**config.mk**
```make
export PLATFORM = sky130hd
export DESIGN_NAME = bf_core_flat
export DESIGN_NICKNAME = d
export VERILOG_FILES = /design/src/rtl/bf_pkg.sv /design/src/rtl/bf_if.sv /design/src/rtl/bf_stack.sv /design/src/rtl/bf_core.sv /design/src/flat_wrapper.sv
export SDC_FILE = /design/constraint.sdc
export NUM_CORES = 2
export LEC_CHECK = 0
export BUFFER_PORTS_ARGS = -buffer_cell sky130_fd_sc_hd__buf_4
export CAP_MARGIN = 20
export CORE_ASPECT_RATIO = 1.2
export CORE_UTILIZATION = 40
export CTS_CLUSTER_DIAMETER = 200
export DETAILED_ROUTE_END_ITERATION = 10
export PLACE_DENSITY_LB_ADDON = 0.08
export SETUP_SLACK_MARGIN = 0.2
export SLEW_MARGIN = 30
export SYNTH_ARGS = -nofsm -noshare
export SYNTH_HDL_FRONTEND = slang
export SYNTH_HIERARCHICAL = 1
export SYNTH_SLANG_ARGS = --single-unit
```
**constraint.sdc**
```tcl
create_clock -name clk -period 20.8 [get_ports clk]
set_clock_uncertainty 0.2 [all_clocks]
set_input_delay 4.16 -clock clk [delete_from_list [all_inputs] [get_ports clk]]
set_output_delay 4.16 -clock clk [all_outputs]
set_load 0.01 [all_outputs]
```
**src/rtl/bf_pkg.sv**
```systemverilog
// Shared definitions for the bf interpreter core: opcodes, FSM states, error codes.
package bf_pkg;

  localparam logic [3:0] OP_HALT  = 4'd0;
  localparam logic [3:0] OP_INC   = 4'd1;
  localparam logic [3:0] OP_DEC   = 4'd2;
  localparam logic [3:0] OP_LEFT  = 4'd3;
  localparam logic [3:0] OP_RIGHT = 4'd4;
  localparam logic [3:0] OP_IN    = 4'd5;
  localparam logic [3:0] OP_OUT   = 4'd6;
  localparam logic [3:0] OP_OPEN  = 4'd7;
  localparam logic [3:0] OP_CLOSE = 4'd8;
  localparam logic [3:0] OP_NOP   = 4'd9;

  localparam logic [1:0] ERR_NONE      = 2'd0;
  localparam logic [1:0] ERR_OVERFLOW  = 2'd1;
  localparam logic [1:0] ERR_UNMATCHED = 2'd2;
  localparam logic [1:0] ERR_UNDERFLOW = 2'd3;

  typedef enum logic [2:0] {
    ST_IDLE     = 3'd0,
    ST_CLEAR    = 3'd1,
    ST_RUN      = 3'd2,
    ST_SKIP     = 3'd3,
    ST_IN_WAIT  = 3'd4,
    ST_OUT_WAIT = 3'd5,
    ST_HALT     = 3'd6,
    ST_ERR      = 3'd7
  } state_t;

  function automatic logic state_busy(input state_t s);
    return (s == ST_CLEAR) || (s == ST_RUN) || (s == ST_SKIP) ||
           (s == ST_IN_WAIT) || (s == ST_OUT_WAIT);
  endfunction

endpackage

```
**src/rtl/bf_if.sv**
```systemverilog
// Host-facing bundle of the bf core: program loader, byte streams and status.
interface bf_if #(
  parameter int C = 8,
  parameter int M = 8,
  parameter int W = 8
);
  logic         prog_we;
  logic [C-1:0] prog_addr;
  logic [3:0]   prog_data;
  logic         start;
  logic [W-1:0] in_data;
  logic         in_valid;
  logic         in_ready;
  logic [W-1:0] out_data;
  logic         out_valid;
  logic         out_ready;
  logic         busy;
  logic         halted;
  logic         err;
  logic [1:0]   err_code;
  logic [C-1:0] pc;
  logic [M-1:0] ptr;

  modport master (
    output prog_we, prog_addr, prog_data, start, in_data, in_valid, out_ready,
    input  in_ready, out_data, out_valid, busy, halted, err, err_code, pc, ptr
  );

  modport slave (
    input  prog_we, prog_addr, prog_data, start, in_data, in_valid, out_ready,
    output in_ready, out_data, out_valid, busy, halted, err, err_code, pc, ptr
  );
endinterface

```
**src/rtl/bf_stack.sv**
```systemverilog
// Bracket return-address LIFO; the top counter is one bit wider than the
// address so full/empty fall straight out of it.
module bf_stack #(
  parameter int S = 5,
  parameter int C = 8
) (
  input  logic         clk,
  input  logic         rst,
  input  logic         i_clr,
  input  logic         i_push,
  input  logic         i_pop,
  input  logic [C-1:0] i_data,
  output logic [C-1:0] o_data,
  output logic         o_full,
  output logic         o_empty
);

  logic [C-1:0] r_mem [2**S];
  logic [S:0]   r_top;
  logic [S:0]   w_top_m1;

  assign w_top_m1 = r_top - (S+1)'(1);
  assign o_full   = r_top[S];
  assign o_empty  = (r_top == '0);
  assign o_data   = r_mem[w_top_m1[S-1:0]];

  always_ff @(posedge clk or posedge rst) begin
    if (rst) begin
      r_top <= '0;
    end else if (i_clr) begin
      r_top <= '0;
    end else if (i_push && !o_full) begin
      r_top <= r_top + (S+1)'(1);
    end else if (i_pop && !o_empty) begin
      r_top <= w_top_m1;
    end else begin
      r_top <= r_top;
    end
  end

  always_ff @(posedge clk) begin
    if (i_push && !o_full) begin
      r_mem[r_top[S-1:0]] <= i_data;
    end
  end

endmodule

```
**src/rtl/bf_core.sv**
```systemverilog
// Brainfuck-class interpreter: program RAM, cell RAM, bracket LIFO and a
// one-opcode-per-cycle FSM with valid/ready byte streams for ',' and '.'.
module bf_core
  import bf_pkg::*;
#(
  parameter int C = 8,
  parameter int M = 8,
  parameter int S = 5,
  parameter int W = 8
) (
  input logic clk,
  input logic rst,
  bf_if.slave bus
);

  localparam logic [C-1:0] PC_LAST  = {C{1'b1}};
  localparam logic [M-1:0] CLR_LAST = {M{1'b1}};

  logic [3:0]   r_prog  [2**C];
  logic [W-1:0] r_cells [2**M];

  state_t       r_state, w_state_nxt;
  logic [C-1:0] r_pc, w_pc_nxt, r_depth, w_depth_nxt;
  logic [M-1:0] r_ptr, w_ptr_nxt, r_clr, w_clr_nxt;
  logic [1:0]   r_err_code, w_err_code_nxt;
  logic [W-1:0] r_out_data, w_out_data_nxt;
  logic         r_out_valid, w_out_valid_nxt;
  logic         r_in_ready, r_busy, r_halted, r_err;

  logic [3:0]   w_op;
  logic [W-1:0] w_cell;
  logic         w_cell_we;
  logic [M-1:0] w_cell_addr;
  logic [W-1:0] w_cell_wdata;
  logic         w_adv, w_push, w_pop, w_stk_clr, w_full, w_empty, w_pc_last;
  logic [C-1:0] w_stk_data;

  assign w_op      = r_prog[r_pc];
  assign w_cell    = r_cells[r_ptr];
  assign w_pc_last = (r_pc == PC_LAST);

  bf_stack #(.S(S), .C(C)) u_stack (
    .clk     (clk),
    .rst     (rst),
    .i_clr   (w_stk_clr),
    .i_push  (w_push),
    .i_pop   (w_pop),
    .i_data  (r_pc),
    .o_data  (w_stk_data),
    .o_full  (w_full),
    .o_empty (w_empty)
  );

  always_ff @(posedge clk) begin
    if (bus.prog_we && (r_state == ST_IDLE)) begin
      r_prog[bus.prog_addr] <= bus.prog_data;
    end
    if (w_cell_we) begin
      r_cells[w_cell_addr] <= w_cell_wdata;
    end
  end

  always_comb begin
    w_state_nxt     = r_state;
    w_pc_nxt        = r_pc;
    w_ptr_nxt       = r_ptr;
    w_depth_nxt     = r_depth;
    w_clr_nxt       = r_clr;
    w_err_code_nxt  = r_err_code;
    w_out_data_nxt  = r_out_data;
    w_out_valid_nxt = r_out_valid;
    w_cell_we       = 1'b0;
    w_cell_addr     = r_ptr;
    w_cell_wdata    = w_cell;
    w_push          = 1'b0;
    w_pop           = 1'b0;
    w_stk_clr       = 1'b0;
    w_adv           = 1'b0;

    case (r_state)
      ST_IDLE, ST_HALT, ST_ERR: begin
        if (bus.start) begin
          w_state_nxt = ST_CLEAR;
          w_clr_nxt   = '0;
        end else begin
          w_state_nxt = r_state;
        end
      end
      ST_CLEAR: begin
        w_cell_we    = 1'b1;
        w_cell_addr  = r_clr;
        w_cell_wdata = '0;
        w_clr_nxt    = r_clr + M'(1);
        if (r_clr == CLR_LAST) begin
          w_state_nxt    = ST_RUN;
          w_pc_nxt       = '0;
          w_ptr_nxt      = '0;
          w_depth_nxt    = '0;
          w_err_code_nxt = ERR_NONE;
          w_stk_clr      = 1'b1;
        end else begin
          w_state_nxt = ST_CLEAR;
        end
      end
      ST_RUN: begin
        case (w_op)
          OP_HALT:  w_state_nxt = ST_HALT;
          OP_INC: begin
            w_cell_we    = 1'b1;
            w_cell_wdata = w_cell + W'(1);
            w_adv        = 1'b1;
          end
          OP_DEC: begin
            w_cell_we    = 1'b1;
            w_cell_wdata = w_cell - W'(1);
            w_adv        = 1'b1;
          end
          OP_LEFT: begin
            w_ptr_nxt = r_ptr - M'(1);
            w_adv     = 1'b1;
          end
          OP_RIGHT: begin
            w_ptr_nxt = r_ptr + M'(1);
            w_adv     = 1'b1;
          end
          OP_IN:    w_state_nxt = ST_IN_WAIT;
          OP_OUT: begin
            w_out_data_nxt  = w_cell;
            w_out_valid_nxt = 1'b1;
            w_state_nxt     = ST_OUT_WAIT;
          end
          OP_OPEN: begin
            // A zero-cell '[' on the last address has nowhere left to find its ']'.
            if (w_cell != '0) begin
              if (w_full) begin
                w_state_nxt    = ST_ERR;
                w_err_code_nxt = ERR_OVERFLOW;
              end else begin
                w_push = 1'b1;
                w_adv  = 1'b1;
              end
            end else if (w_pc_last) begin
              w_state_nxt    = ST_ERR;
              w_err_code_nxt = ERR_UNMATCHED;
            end else begin
              w_depth_nxt = C'(1);
              w_pc_nxt    = r_pc + C'(1);
              w_state_nxt = ST_SKIP;
            end
          end
          OP_CLOSE: begin
            if (w_empty) begin
              w_state_nxt    = ST_ERR;
              w_err_code_nxt = ERR_UNDERFLOW;
            end else begin
              w_pop    = 1'b1;
              w_pc_nxt = w_stk_data;
            end
          end
          default:  w_adv = 1'b1;
        endcase
      end
      ST_SKIP: begin
        if ((w_op == OP_CLOSE) && (r_depth == C'(1))) begin
          w_depth_nxt = '0;
          w_adv       = 1'b1;
        end else begin
          if (w_op == OP_OPEN) begin
            w_depth_nxt = r_depth + C'(1);
          end else if (w_op == OP_CLOSE) begin
            w_depth_nxt = r_depth - C'(1);
          end else begin
            w_depth_nxt = r_depth;
          end
          if (w_pc_last) begin
            w_state_nxt    = ST_ERR;
            w_err_code_nxt = ERR_UNMATCHED;
          end else begin
            w_pc_nxt = r_pc + C'(1);
          end
        end
      end
      ST_IN_WAIT: begin
        if (bus.in_valid) begin
          w_cell_we    = 1'b1;
          w_cell_wdata = bus.in_data;
          w_adv        = 1'b1;
        end else begin
          w_state_nxt = ST_IN_WAIT;
        end
      end
      ST_OUT_WAIT: begin
        if (bus.out_ready) begin
          w_out_valid_nxt = 1'b0;
          w_adv           = 1'b1;
        end else begin
          w_state_nxt = ST_OUT_WAIT;
        end
      end
      default:  w_state_nxt = ST_IDLE;
    endcase

    // Falling off the end of program memory halts with pc wrapped to 0.
    if (w_adv) begin
      w_pc_nxt    = r_pc + C'(1);
      w_state_nxt = w_pc_last ? ST_HALT : ST_RUN;
    end else begin
      w_pc_nxt = w_pc_nxt;
    end
  end

  always_ff @(posedge clk or posedge rst) begin
    if (rst) begin
      r_state     <= ST_IDLE;
      r_pc        <= '0;
      r_ptr       <= '0;
      r_depth     <= '0;
      r_clr       <= '0;
      r_err_code  <= ERR_NONE;
      r_out_data  <= '0;
      r_out_valid <= 1'b0;
      r_in_ready  <= 1'b0;
      r_busy      <= 1'b0;
      r_halted    <= 1'b0;
      r_err       <= 1'b0;
    end else begin
      r_state     <= w_state_nxt;
      r_pc        <= w_pc_nxt;
      r_ptr       <= w_ptr_nxt;
      r_depth     <= w_depth_nxt;
      r_clr       <= w_clr_nxt;
      r_err_code  <= w_err_code_nxt;
      r_out_data  <= w_out_data_nxt;
      r_out_valid <= w_out_valid_nxt;
      r_in_ready  <= (w_state_nxt == ST_IN_WAIT);
      r_busy      <= state_busy(w_state_nxt);
      r_halted    <= (w_state_nxt == ST_HALT);
      r_err       <= (w_state_nxt == ST_ERR);
    end
  end

  assign bus.in_ready  = r_in_ready;
  assign bus.out_data  = r_out_data;
  assign bus.out_valid = r_out_valid;
  assign bus.busy      = r_busy;
  assign bus.halted    = r_halted;
  assign bus.err       = r_err;
  assign bus.err_code  = r_err_code;
  assign bus.pc        = r_pc;
  assign bus.ptr       = r_ptr;

endmodule

```
**src/flat_wrapper.sv**
```systemverilog
// flat-port wrapper written by rule: the top's interface ports become plain ports
module bf_core_flat import bf_pkg::*;
#(
  parameter int C = 8,
  parameter int M = 8,
  parameter int S = 5,
  parameter int W = 8
)
  (clk, rst, bus_prog_we, bus_prog_addr, bus_prog_data, bus_start, bus_in_data, bus_in_valid, bus_out_ready, bus_in_ready, bus_out_data, bus_out_valid, bus_busy, bus_halted, bus_err, bus_err_code, bus_pc, bus_ptr);
  bf_if #(.C(C), .M(M), .W(W)) bus_i ();
  input logic clk;
  input logic rst;
  input wire logic [$bits(bus_i.prog_we)-1:0] bus_prog_we;
  input wire logic [$bits(bus_i.prog_addr)-1:0] bus_prog_addr;
  input wire logic [$bits(bus_i.prog_data)-1:0] bus_prog_data;
  input wire logic [$bits(bus_i.start)-1:0] bus_start;
  input wire logic [$bits(bus_i.in_data)-1:0] bus_in_data;
  input wire logic [$bits(bus_i.in_valid)-1:0] bus_in_valid;
  input wire logic [$bits(bus_i.out_ready)-1:0] bus_out_ready;
  output wire logic [$bits(bus_i.in_ready)-1:0] bus_in_ready;
  output wire logic [$bits(bus_i.out_data)-1:0] bus_out_data;
  output wire logic [$bits(bus_i.out_valid)-1:0] bus_out_valid;
  output wire logic [$bits(bus_i.busy)-1:0] bus_busy;
  output wire logic [$bits(bus_i.halted)-1:0] bus_halted;
  output wire logic [$bits(bus_i.err)-1:0] bus_err;
  output wire logic [$bits(bus_i.err_code)-1:0] bus_err_code;
  output wire logic [$bits(bus_i.pc)-1:0] bus_pc;
  output wire logic [$bits(bus_i.ptr)-1:0] bus_ptr;
  assign bus_i.prog_we = bus_prog_we;
  assign bus_i.prog_addr = bus_prog_addr;
  assign bus_i.prog_data = bus_prog_data;
  assign bus_i.start = bus_start;
  assign bus_i.in_data = bus_in_data;
  assign bus_i.in_valid = bus_in_valid;
  assign bus_i.out_ready = bus_out_ready;
  assign bus_in_ready = bus_i.in_ready;
  assign bus_out_data = bus_i.out_data;
  assign bus_out_valid = bus_i.out_valid;
  assign bus_busy = bus_i.busy;
  assign bus_halted = bus_i.halted;
  assign bus_err = bus_i.err;
  assign bus_err_code = bus_i.err_code;
  assign bus_pc = bus_i.pc;
  assign bus_ptr = bus_i.ptr;
  bf_core #(.C(C), .M(M), .S(S), .W(W)) u_core (.clk(clk), .rst(rst), .bus(bus_i));
endmodule
```
==> tab_implementation.tex <==
\begin{tabular}{lr}
\hline
Metric & Value \\
\hline
\multicolumn{2}{l}{\textbf{Outcome}} \\
Run status & finished, violations left \\
Failing checks & DRC \\
\multicolumn{2}{l}{\textbf{Floorplan}} \\
Site row count & 233 \\
DIE WIDTH & 532 µm \\
Die Footprint & 340000 µm² \\
Vertical die dimension & 638 µm \\
Boundary Pins & 57 \\
Initial Utilization & 0.402 \\
Placeable Area & 336000 µm² \\
\multicolumn{2}{l}{\textbf{Drt}} \\
Total length of routed wires & 393000 µm \\
Wirelength per Cell & 33.2 µm \\
Via total after detailed routing & 68.3k \\
Drt first pass iters & 8 \\
\# DRC & 2 \\
Post-route antenna net violation count & 0 \\
Detailed-route vias per instance & 5.78 \\
Number of violations reported at the end of detailed-routing iteration 0 & 6316 \\
\multicolumn{2}{l}{\textbf{Placed design}} \\
Final estimated routing congestion in global placement & 0.879 \\
Cell count after placement & 11.2k \\
Detail Placement HPWL & 249000 µm \\
Buffers added on ports & 56 \\
\multicolumn{2}{l}{\textbf{Critical path}} \\
Critical register-to-register path startpoint & u\_core/bus.pc[0] \\
Data arrival time of the critical path & 10.52 ns \\
Crit path kind & register to register \\
R2r endpoint & u\_core/r\_cells[42][7] \\
Required time worst endpoint & 21.20 ns \\
Minimum setup slack among reg-to-reg paths & 10.68 ns \\
Worst setup path startpoint & u\_core/bus.pc[0] \\
Type of element launching the critical path & register \\
Largest fanout on the critical path & 99 \\
Endpoint class of the critical path & register \\
Worst Reg-to-Reg Cells & 21 \\
End of the critical path & u\_core/r\_cells[42][7] \\
\multicolumn{2}{l}{\textbf{Logic synthesis}} \\
Number of enable flip-flop cells after synthesis & 3328 \\
Mapped Area & 135000 µm² \\
Post-synth top flop & edfxtp\_1 \\
Number of distinct library cell variants in the gate-level netlist after synthesis & 93 \\
Synthesized area divided by synthesized cell count & 19.6 µm² \\
Gate count of the mapped netlist & 6872 \\
Post-Syn Nets & 6921 \\
Synth async-reset ratio & 0.0165 \\
FF+latch count, synth & 3384 \\
Synth warn & 6 \\
Register area share after synthesis & 0.751 \\
\multicolumn{2}{l}{\textbf{Global route}} \\
Largest net degree at the start of global routing & 201 \\
Total Routing Usage GR & 0.230 \\
Grt total ovfl & 0 \\
Via count of the first global-routing pass & 71.1k \\
First-pass GRT wire length & 554000 µm \\
Initial antenna violation count & 18 \\
\multicolumn{2}{l}{\textbf{Layout}} \\
Layout cells sized above 1 & 0.225 \\
Most common cell after layout, fill and taps aside & edfxtp\_1 \\
Sequential Area & 101000 µm² \\
Final std cells w/o fill & 11.8k \\
P\&R area growth vs syn & 12.9\% \\
Number of inserted filler cells in the final layout & 28.7k \\
Total Nets Final & 7102 \\
Highest-count cells in the layout ignoring fill and taps & 3328 x edfxtp\_1, 761 x mux4\_2, 611 x nor2\_1 \\
Multi-input logic area & 31900 µm² \\
\multicolumn{2}{l}{\textbf{Timing}} \\
Number of hold violations in the final report & 0 \\
Highest clock rate & 98.8 MHz \\
Worst-Margin Slew & 1.09 ns \\
Final total negative setup slack & 0 ns \\
Time the worst path needs with I/O delays and setup & 10.12 ns \\
Unrepaired setup endpoints after global routing & false \\
Fraction of the cycle the final worst path needs & 0.486 \\
Final setup violating endpoints & 0 \\
Relative slew slack & 0.269 \\
Number of max-slew violations in the final report & 0 \\
\multicolumn{2}{l}{\textbf{Clock network}} \\
Clock latency on the worst-skew pair & 0.96 ns \\
Largest buffer count on any clock path & 4 \\
Root Buffer & clkbuf\_16 \\
TritonCTS buffer count & 352 \\
Clock tree from TritonCTS & yes \\
CTS Hold Buffers Added & 0 \\
Buffer count from post-CTS setup fixing & 0 \\
Clk slew on worst S/H paths & 0.07 ns \\
H-Tree Level Count & 5 \\
Clock sink total & 3384 \\
Quantity of gates resized following cts & 0 \\
\multicolumn{2}{l}{\textbf{Job}} \\
Count of max-cap constraint violations & 0 \\
\multicolumn{2}{l}{\textbf{Pwr}} \\
Total design power & 26600 µW \\
Leakage power total & 0.0472 µW \\
Peak supply drop & 0.330 mV \\
Cell area power density & 175 nW/µm² \\
\multicolumn{2}{l}{\textbf{Hold path}} \\
Hold path startpoint & u\_core/r\_depth[7] \\
Hold Path Class & register to register \\
\hline
\end{tabular}
[Yosys cell counts (all sizes together) (10+ instances only)]
cell	number	area, µm²
edfxtp	3328	99900
mux4	761	17100
nor2	634	2400
mux2i	322	3220
buf	249	1450
nand2	242	908
clkbuf	152	572
a21oi	127	636
a22oi	112	841
nand3	99	495
o21ai	75	379
a211oi	59	448
mux2	59	664
dfrtp	56	1400
nor2b	54	338
o22ai	34	213
inv	26	97.6
a31oi	23	159
and3	23	144
ha	21	263
nor3	21	110
nor4	21	131
a221oi	20	175
a22o	20	175
and2	18	113
or3	17	106
nand2b	16	100
nand3b	16	120
o211ai	16	125
xnor2	16	140
nand4	15	93.8
o221ai	14	123
a2111oi	13	114
o21a	13	97.6
a21o	12	90.1
a311oi	11	96.3
o31ai	11	82.6
or2	11	68.8
o21bai	10	75.1
[worst min path at each step]
stage	end	slack, ns	depth (start not counted)
floorplan	u_core/r_depth[7]	0.25	1
global placement	u_core/r_depth[7]	0.29	1
detailed placement	u_core/r_depth[7]	0.29	1
CTS	u_core/r_depth[7]	0.30	1
global route	u_core/bus.out_data[2]	0.33	1
finish	u_core/r_depth[7]	0.31	1
[state kept, by name, summed over array words and instances (netlist names), 3 cells and up]
signal	cells
u_core/bus.out_data	8
u_core/bus.pc	8
u_core/bus.ptr	8
u_core/r_cells	2048
u_core/r_clr	8
u_core/r_depth	8
u_core/r_prog	1024
u_core/r_state	3
u_core/u_stack/r_mem	256
u_core/u_stack/r_top	6
[report_power, final]
part / total (µW) / internal, µW / switching [µW]
combinational: 9550 / 2650 / 6890
sequential: 10700 / 10500 / 241
clock: 6290 / 3650 / 2640
total: 26600 / 16800 / 9780
[final cells by class]
class | count | share of cell area
diodes | 8 | 0.000131
clock buffers | 437 | 0.0620
clock inverters | 198 | 0.0127
inverters | 30 | 0.000755
multi-input cells | 3057 | 0.209
flip-flops and latches | 3384 | 0.665
well taps | 4465 | 0.0367
repair buffers | 228 | 0.0133
[stage by stage]
stage / worst slack, ns / area (µm²) / utilization / hold WS, ns
floorplan: 3.53 / 135000 / - / 0.251
global placement: 9.57 / 141000 / 0.419 / 0.288
detailed placement: 10.06 / 141000 / 0.419 / 0.294
CTS: 10.01 / 152000 / 0.453 / 0.304
global route: 9.95 / 152000 / 0.454 / 0.328
finish: 10.68 / 152000 / 0.454 / 0.307
[kinds of logic (layout without fill, tap and decap cells)]
| group | count (synthesis) | after routing | share of synthesized area |
|---|---|---|---|
| buffers and inverters | 431 | 893 | 0.0158 |
| xor gates and xnor gates | 21 | 21 | 0.00136 |
| and+or+nand+nor | 1219 | 1219 | 0.0401 |
| muxes | 1142 | 1142 | 0.156 |
| AOI/OAI and AO/OA | 652 | 652 | 0.0340 |
| DFF | 3384 | 3384 | 0.751 |
| other | 0 | 8 | 0 |
| adders and majority gates | 23 | 23 | 0.00224 |
[worst max-delay path: stages, from the launching register on]
cell and delay [ns]:
dfrtp_4 0.77, buf_4 0.53, buf_4 0.59, buf_12 0.64
buf_6 0.61, mux4_2 0.61, mux4_2 0.54, a221oi_1 0.68
a311oi_2 0.12, buf_4 0.24, a21oi_1 0.36, and2_1 0.37
ha_1 0.34, nand2_1 0.09, nand4b_1 0.15, a21oi_1 0.12
or3_1 0.38, a311oi_1 0.34, xnor2_1 0.16, o21ai_4 0.18
buf_6 0.64, buf_4 0.76
[per-layer routing]
metal  wire length (µm)  global-route usage  vias to the layer above
met4              16900              0.0883                        8
li1                   -                   -                    28649
met2             200000               0.398                     2093
met3              19200              0.0314                      622
met1             157000               0.292                    36928
met5                 56                   0                        -
Power figures use the tool's default switching activity.
